==> config.mk <==
export PLATFORM = sky130hd
export DESIGN_NAME = seven_seg_mux_ctrl
export DESIGN_NICKNAME = d
export VERILOG_FILES = /design/src/rtl/seven_seg_pkg.sv /design/src/rtl/seven_seg_hex_rom.sv /design/src/rtl/seven_seg_mux_ctrl.sv
export SDC_FILE = /design/constraint.sdc
export NUM_CORES = 1
export LEC_CHECK = 0
export ABC_CLOCK_PERIOD_IN_PS = 3690
export BUFFER_PORTS_ARGS = -buffer_cell sky130_fd_sc_hd__buf_2
export CORE_MARGIN = 1
export CORE_UTILIZATION = 60
export DETAILED_ROUTE_END_ITERATION = 8
export PLACE_DENSITY = 0.82
export SLEW_MARGIN = 20
export SYNTH_ARGS = -nofsm -noshare
export SYNTH_HDL_FRONTEND = slang
export SYNTH_SLANG_ARGS = --single-unit
==> constraint.sdc <==
create_clock -name clock -period 3.69 [get_ports clock]
set_input_delay 0.5535 -clock clock [delete_from_list [all_inputs] [get_ports clock]]
set_output_delay 0.5535 -clock clock [all_outputs]
set_load 0.05 [all_outputs]
==> src/rtl/seven_seg_pkg.sv <==
// Shared constants and helpers for the multiplexed seven-segment display path.
// Segment patterns are active-high, bit order gfedcba (bit 0 = segment a).
package seven_seg_pkg;

  localparam int unsigned MAX_DIGITS = 32;

  localparam logic [6:0] SEG_OFF = 7'h00;

  localparam logic [6:0] SEG_HEX [16] = '{
    7'h3F, 7'h06, 7'h5B, 7'h4F, 7'h66, 7'h6D, 7'h7D, 7'h07,
    7'h7F, 7'h6F, 7'h77, 7'h7C, 7'h39, 7'h5E, 7'h79, 7'h71
  };

  function automatic logic [6:0] hex_to_seg(input logic [3:0] nibble);
    return SEG_HEX[nibble];
  endfunction

  // Callers truncate the result to their own digit count.
  function automatic logic [MAX_DIGITS-1:0] onehot(input logic [4:0] idx);
    logic [MAX_DIGITS-1:0] vec;
    vec = '0;
    vec[idx] = 1'b1;
    return vec;
  endfunction

endpackage

==> src/rtl/seven_seg_hex_rom.sv <==
// Combinational hex-nibble to seven-segment decoder (active-high gfedcba).
module seven_seg_hex_rom
  import seven_seg_pkg::*;
(
  input  logic [3:0] nibble_i,
  output logic [6:0] seg_o
);

  assign seg_o = hex_to_seg(nibble_i);

endmodule

==> src/rtl/seven_seg_mux_ctrl.sv <==
// N-digit multiplexed seven-segment controller: refresh prescaler, double-buffered frame
// writes committed on frame boundaries, registered anode/segment outputs.
// Optional macro SEVEN_SEG_DIM_EN adds a brightness port and PWM anode dimming.
module seven_seg_mux_ctrl
  import seven_seg_pkg::*;
#(
  parameter int NUM_DIGITS = 4,
  parameter int DIV_BITS   = 17,
  parameter int ACTIVE_LOW = 1,
  parameter int DIM_BITS   = 3
) (
  input  logic                          clock,
  input  logic                          reset_n,
  input  logic                          wr_valid,
  output logic                          wr_ready,
  input  logic [4*NUM_DIGITS-1:0]       wr_data,
  input  logic [NUM_DIGITS-1:0]         blank_mask,
`ifdef SEVEN_SEG_DIM_EN
  input  logic [DIM_BITS-1:0]           brightness,
`endif
  output logic [$clog2(NUM_DIGITS)-1:0] digit_idx,
  output logic [NUM_DIGITS-1:0]         anode,
  output logic [6:0]                    segs
);

  localparam int IDX_W = $clog2(NUM_DIGITS);
  localparam logic [IDX_W-1:0] LAST_IDX = IDX_W'(NUM_DIGITS - 1);

  logic [DIV_BITS-1:0]     prescaler_q;
  logic [IDX_W-1:0]        idx_q;
  logic [IDX_W-1:0]        idx_d;
  logic [4*NUM_DIGITS-1:0] pending_q;
  logic                    pending_valid_q;
  logic [4*NUM_DIGITS-1:0] display_q;
  logic [NUM_DIGITS-1:0]   anode_d;
  logic [NUM_DIGITS-1:0]   anode_q;
  logic [6:0]              segs_d;
  logic [6:0]              segs_q;
  logic                    tick;
  logic                    frame_end;
  logic                    accept;
  logic                    commit;
  logic                    dim_on;
  logic [3:0]              cur_nibble;
  logic [6:0]              hex_seg;

  assign tick      = &prescaler_q;
  assign frame_end = tick && (idx_q == LAST_IDX);
  assign accept    = wr_valid && !pending_valid_q;
  // A write accepted on the frame_end cycle sees an empty pending slot, so it
  // cannot commit until the following frame boundary.
  assign commit    = frame_end && pending_valid_q;
  assign idx_d     = (idx_q == LAST_IDX) ? '0 : idx_q + 1'b1;

  always_ff @(posedge clock or negedge reset_n) begin
    if (!reset_n) begin
      prescaler_q <= '0;
      idx_q       <= '0;
    end else begin
      prescaler_q <= prescaler_q + 1'b1;
      if (tick) begin
        idx_q <= idx_d;
      end
    end
  end

  always_ff @(posedge clock or negedge reset_n) begin
    if (!reset_n) begin
      pending_q       <= '0;
      pending_valid_q <= 1'b0;
      display_q       <= '0;
    end else begin
      if (accept) begin
        pending_q       <= wr_data;
        pending_valid_q <= 1'b1;
      end else if (commit) begin
        display_q       <= pending_q;
        pending_valid_q <= 1'b0;
      end
    end
  end

  assign cur_nibble = display_q[{idx_q, 2'b00} +: 4];

  seven_seg_hex_rom u_hex_rom (
    .nibble_i (cur_nibble),
    .seg_o    (hex_seg)
  );

`ifdef SEVEN_SEG_DIM_EN
  // Top prescaler bits act as the PWM phase within the digit slot.
  assign dim_on = (prescaler_q[DIV_BITS-1 -: DIM_BITS] <= brightness);
`else
  assign dim_on = 1'b1;
`endif

  always_comb begin
    anode_d = '0;
    segs_d  = SEG_OFF;
    if (!blank_mask[idx_q]) begin
      segs_d = hex_seg;
      if (dim_on) begin
        anode_d = NUM_DIGITS'(onehot(5'(idx_q)));
      end
    end
  end

  always_ff @(posedge clock or negedge reset_n) begin
    if (!reset_n) begin
      anode_q <= '0;
      segs_q  <= SEG_OFF;
    end else begin
      anode_q <= anode_d;
      segs_q  <= segs_d;
    end
  end

  assign wr_ready  = !pending_valid_q;
  assign digit_idx = idx_q;
  assign anode     = (ACTIVE_LOW != 0) ? ~anode_q : anode_q;
  assign segs      = (ACTIVE_LOW != 0) ? ~segs_q  : segs_q;

endmodule
==> flow_summary_export.csv <==
group,metric,value,unit
power,p_comb_share,4.9,%
final_layout,layout-drive-gt1-share,35.2,%
global_route,busiest_layer,"met2",
power,p_leak,1.61,nW
power,power.density,442,nW/um^2
critical_path,setup.worst_path.end_class,"flop",
sta,finalHoldViolations,0,
power,p_total,0.00143,W
synth,synth_cell_types,30,
power,p_sw,0.000303,W
clocking,cts_buffers,9,
place,hpwlAfterDp,3.08,mm
routing,routed_wl,4.50,mm
clocking,cts_sinks,63,
routing,drtPass1Iterations,6,
global_route,globalRouteMet2Util,32.7,%
clocking,path_clk_slew,70,ps
critical_path,r2r_setup_slack,840,ps
clocking,cts_setup_buffers,0,
critical_path,critPathSlowestCell,"nand3_1",
final_layout,regArea,1580,um^2
critical_path,critPathBufInv,0,
final_layout,multi_input_area,1120,um^2
final_layout,final_common_cell,"dfrtp_1",
synth,synthesis.nets,244,
critical_path,r2r-end,"display_q[9]",
synth,yosysWarnings,0,
final_layout,n_fill_cell,295,
sta,tightest_slew,749,ps
global_route,grt_pass1_vias,1690,
routing,drt_iter0_drc,143,
clocking,clock_path_buffers,2,
sta,fmax,351,MHz
critical_path,ff2ff_path_depth,7,
routing,drtAntennaViolNets,0,
clocking,htreeDepth,3,
status,outcome,"finished with violations",
synth,seq_area_frac_synth,56.0,%
die,core,4440,um^2
synth,synth_edf_count,0,
critical_path,critical_path.startpoint_type,"flop",
critical_path,crit_top_cell,"ha_1",
critical_path,cp.arrival,3060,ps
clocking,insertion_delay,330,ps
power,power_frac_seq,51.1,%
global_route,gr-usage-met3,4.42,%
synth,ys_seq_elements,63,
global_route,grt_pass1_wl,7.89,mm
sta,fin_skew,8.11,ps
power,switching_share,21.2,%
final_layout,antenna-diode-count,0,
global_route,grt_overflow,0,
routing,via_per_inst,5.51,
sta,min_period,2850,ps
place,gp_congestion,0.776,
global_route,antenna_found_initial,0,
sta,period_share,77.1,%
routing,wl_per_cell,14.6,um
synth,synth_area,2820,um^2
power,p_int,0.00113,W
clocking,cts-root-buf,"clkbuf_8",
synth,synthCells,209,
sta,tns,0,ps
routing,vias,1698,
die,die_area,4970,um^2
sta,slew_viol_final,0,
sta,slew_headroom,50.0,%
sta,rsz0062_at_grt,"false",
clocking,cts_hold_buf,0,
synth,synth_ff_type,"dfrtp_1",
final_layout,syn_to_final_growth,14.8,%
sta,setup-violations-final,0,
global_route,grtUsageMet1,28.3,%
status,violations,"DRC",
clocking,cts_resized,0,
job,max_cap_viol_count,0,
die,rows,24,
power,irDropWorstVdd,0.000384,V
synth,avgSynthCellArea,13.5,um^2
final_layout,final_cell_mix,"dfrtp_1, buf_2, mux2_2, inv_1, ha_1",
place,port_buffers,36,
routing,remaining_drc_errors,8,
die,initial_utilization,63.4,%
global_route,grt_start_max_net_pins,34,
critical_path,startpoint,"prescaler_q[0]",
synth,synthArstFlopShare,100,%
critical_path,crit_fanout,17,
critical_path,cpLargestDelayFamily,"simple AND/OR/NAND/NOR gates",
sta,whs,267,ps
die,die_h,70.5,um
die,ios,37,
power,clockPowerShare,44.0,%
hold_path,hold_class,"in -> async",
die,die_x,70.5,um
critical_path,reg2reg_from,"prescaler_q[0]",
critical_path,critPathKind,"reg -> reg",
critical_path,path_cells,"ha_1 -> nand2_1 -> nor4_1 -> and3_1 -> ha_1 -> nand3_1 -> mux2_2",
final_layout,final_nets,286,
clocking,cts_tree,"yes",
critical_path,crit_required,3900,ps
global_route,grtUsageTotal,21.2,%
critical_path,slowest_delay,550,ps
[worst reg2reg max path, delay by kind of cell (launching register included)]
kind / cells / cell delay [ps]
adder cells (fa/ha/maj): 2 / 430
flip-flops: 1 / 370
multiplexers: 1 / 500
AND/OR/NAND/NOR: 4 / 1420
[routing by layer]
metal  part of all wire [%]  vias up
li1                       -      798
met1                     46      848
met2                     48       44
met3                    4.4        8
met4                    2.0        0
met5                      0        -
[cell families (layout without fill, tap and decap cells)]
group | count (synthesis) | count (layout) | synth area share, %
adder cells (fa/ha/maj) | 12 | 12 | 5.33
XOR/XNOR | 15 | 15 | 4.66
flip-flops | 63 | 63 | 56.0
buffers and inverters | 26 | 73 | 4.26
AND/OR/NAND/NOR | 42 | 42 | 7.28
AO/OA/AOI/OAI | 9 | 9 | 2.75
multiplexers | 42 | 42 | 19.8
[through the flow]
stage | utilization [%] | std cells | cell area (um^2) | worst slack [ps]
after floorplan | - | 209 | 2820 | 1290
after global placement | 68.2 | 292 | 3030 | 938
after detailed placement | 68.2 | 292 | 3030 | 856
after CTS | 72.8 | 308 | 3230 | 840
after global routing | 72.8 | 308 | 3230 | 616
final | 72.8 | 308 | 3230 | 844
[synth_stat cells, drive strengths merged (2+ instances only)]
cell type | instances | area (um^2)
a211oi | 2 | 20.0
and3 | 3 | 18.8
buf | 3 | 33.8
clkbuf | 4 | 15.0
dfrtp | 63 | 1580
ha | 12 | 150
inv | 19 | 71.3
mux2 | 34 | 390
mux2i | 2 | 20.0
mux4 | 6 | 146
nand2 | 8 | 30.0
nand3 | 8 | 40.0
nor2 | 10 | 37.5
nor2b | 4 | 25.0
nor3 | 4 | 20.0
nor4 | 2 | 12.5
o21ai | 2 | 10.0
xnor2 | 6 | 52.6
xor2 | 9 | 78.8
[worst max path at each step]
stage	endpoint	slack (ps)	depth (start not counted)
floorplan	segs_q[3]	1290	7
global placement	display_q[0]	940	7
detailed placement	display_q[12]	860	7
CTS	display_q[9]	840	7
global route	display_q[9]	620	7
finish	display_q[9]	840	7
[power by group through the flow]
| stage | Sequential, W | Clock, W | Combinational, W |
|---|---|---|---|
| 5_1_grt | 0.000733 | 0.000669 | 0.0000787 |
| 3_3_place_gp | 0.000743 | 0 | 0.0000700 |
| 3_5_place_dp | 0.000744 | 0 | 0.0000720 |
| 6_report | 0.000731 | 0.000629 | 0.0000706 |
| 2_1_floorplan | 0.000738 | 0 | 0.0000406 |
| 4_1_cts | 0.000731 | 0.000641 | 0.0000724 |
[final cells by class]
class / count / area share, %
Timing Repair Buffer: 38 / 6.03
Clock inverter: 4 / 2.17
Clock buffer: 12 / 4.18
Inverter: 19 / 2.21
Sequential cell: 63 / 48.7
Tap cell: 52 / 2.01
Multi-Input combinational cell: 120 / 34.7
[state kept, by name, indices dropped and copies added, names as in the netlist]
register,flops
segs_q,7
digit_idx,2
prescaler_q,17
pending_valid_q,1
pending_q,16
anode_q,4
display_q,16
Note: power is estimated with default switching activity, not from simulation.
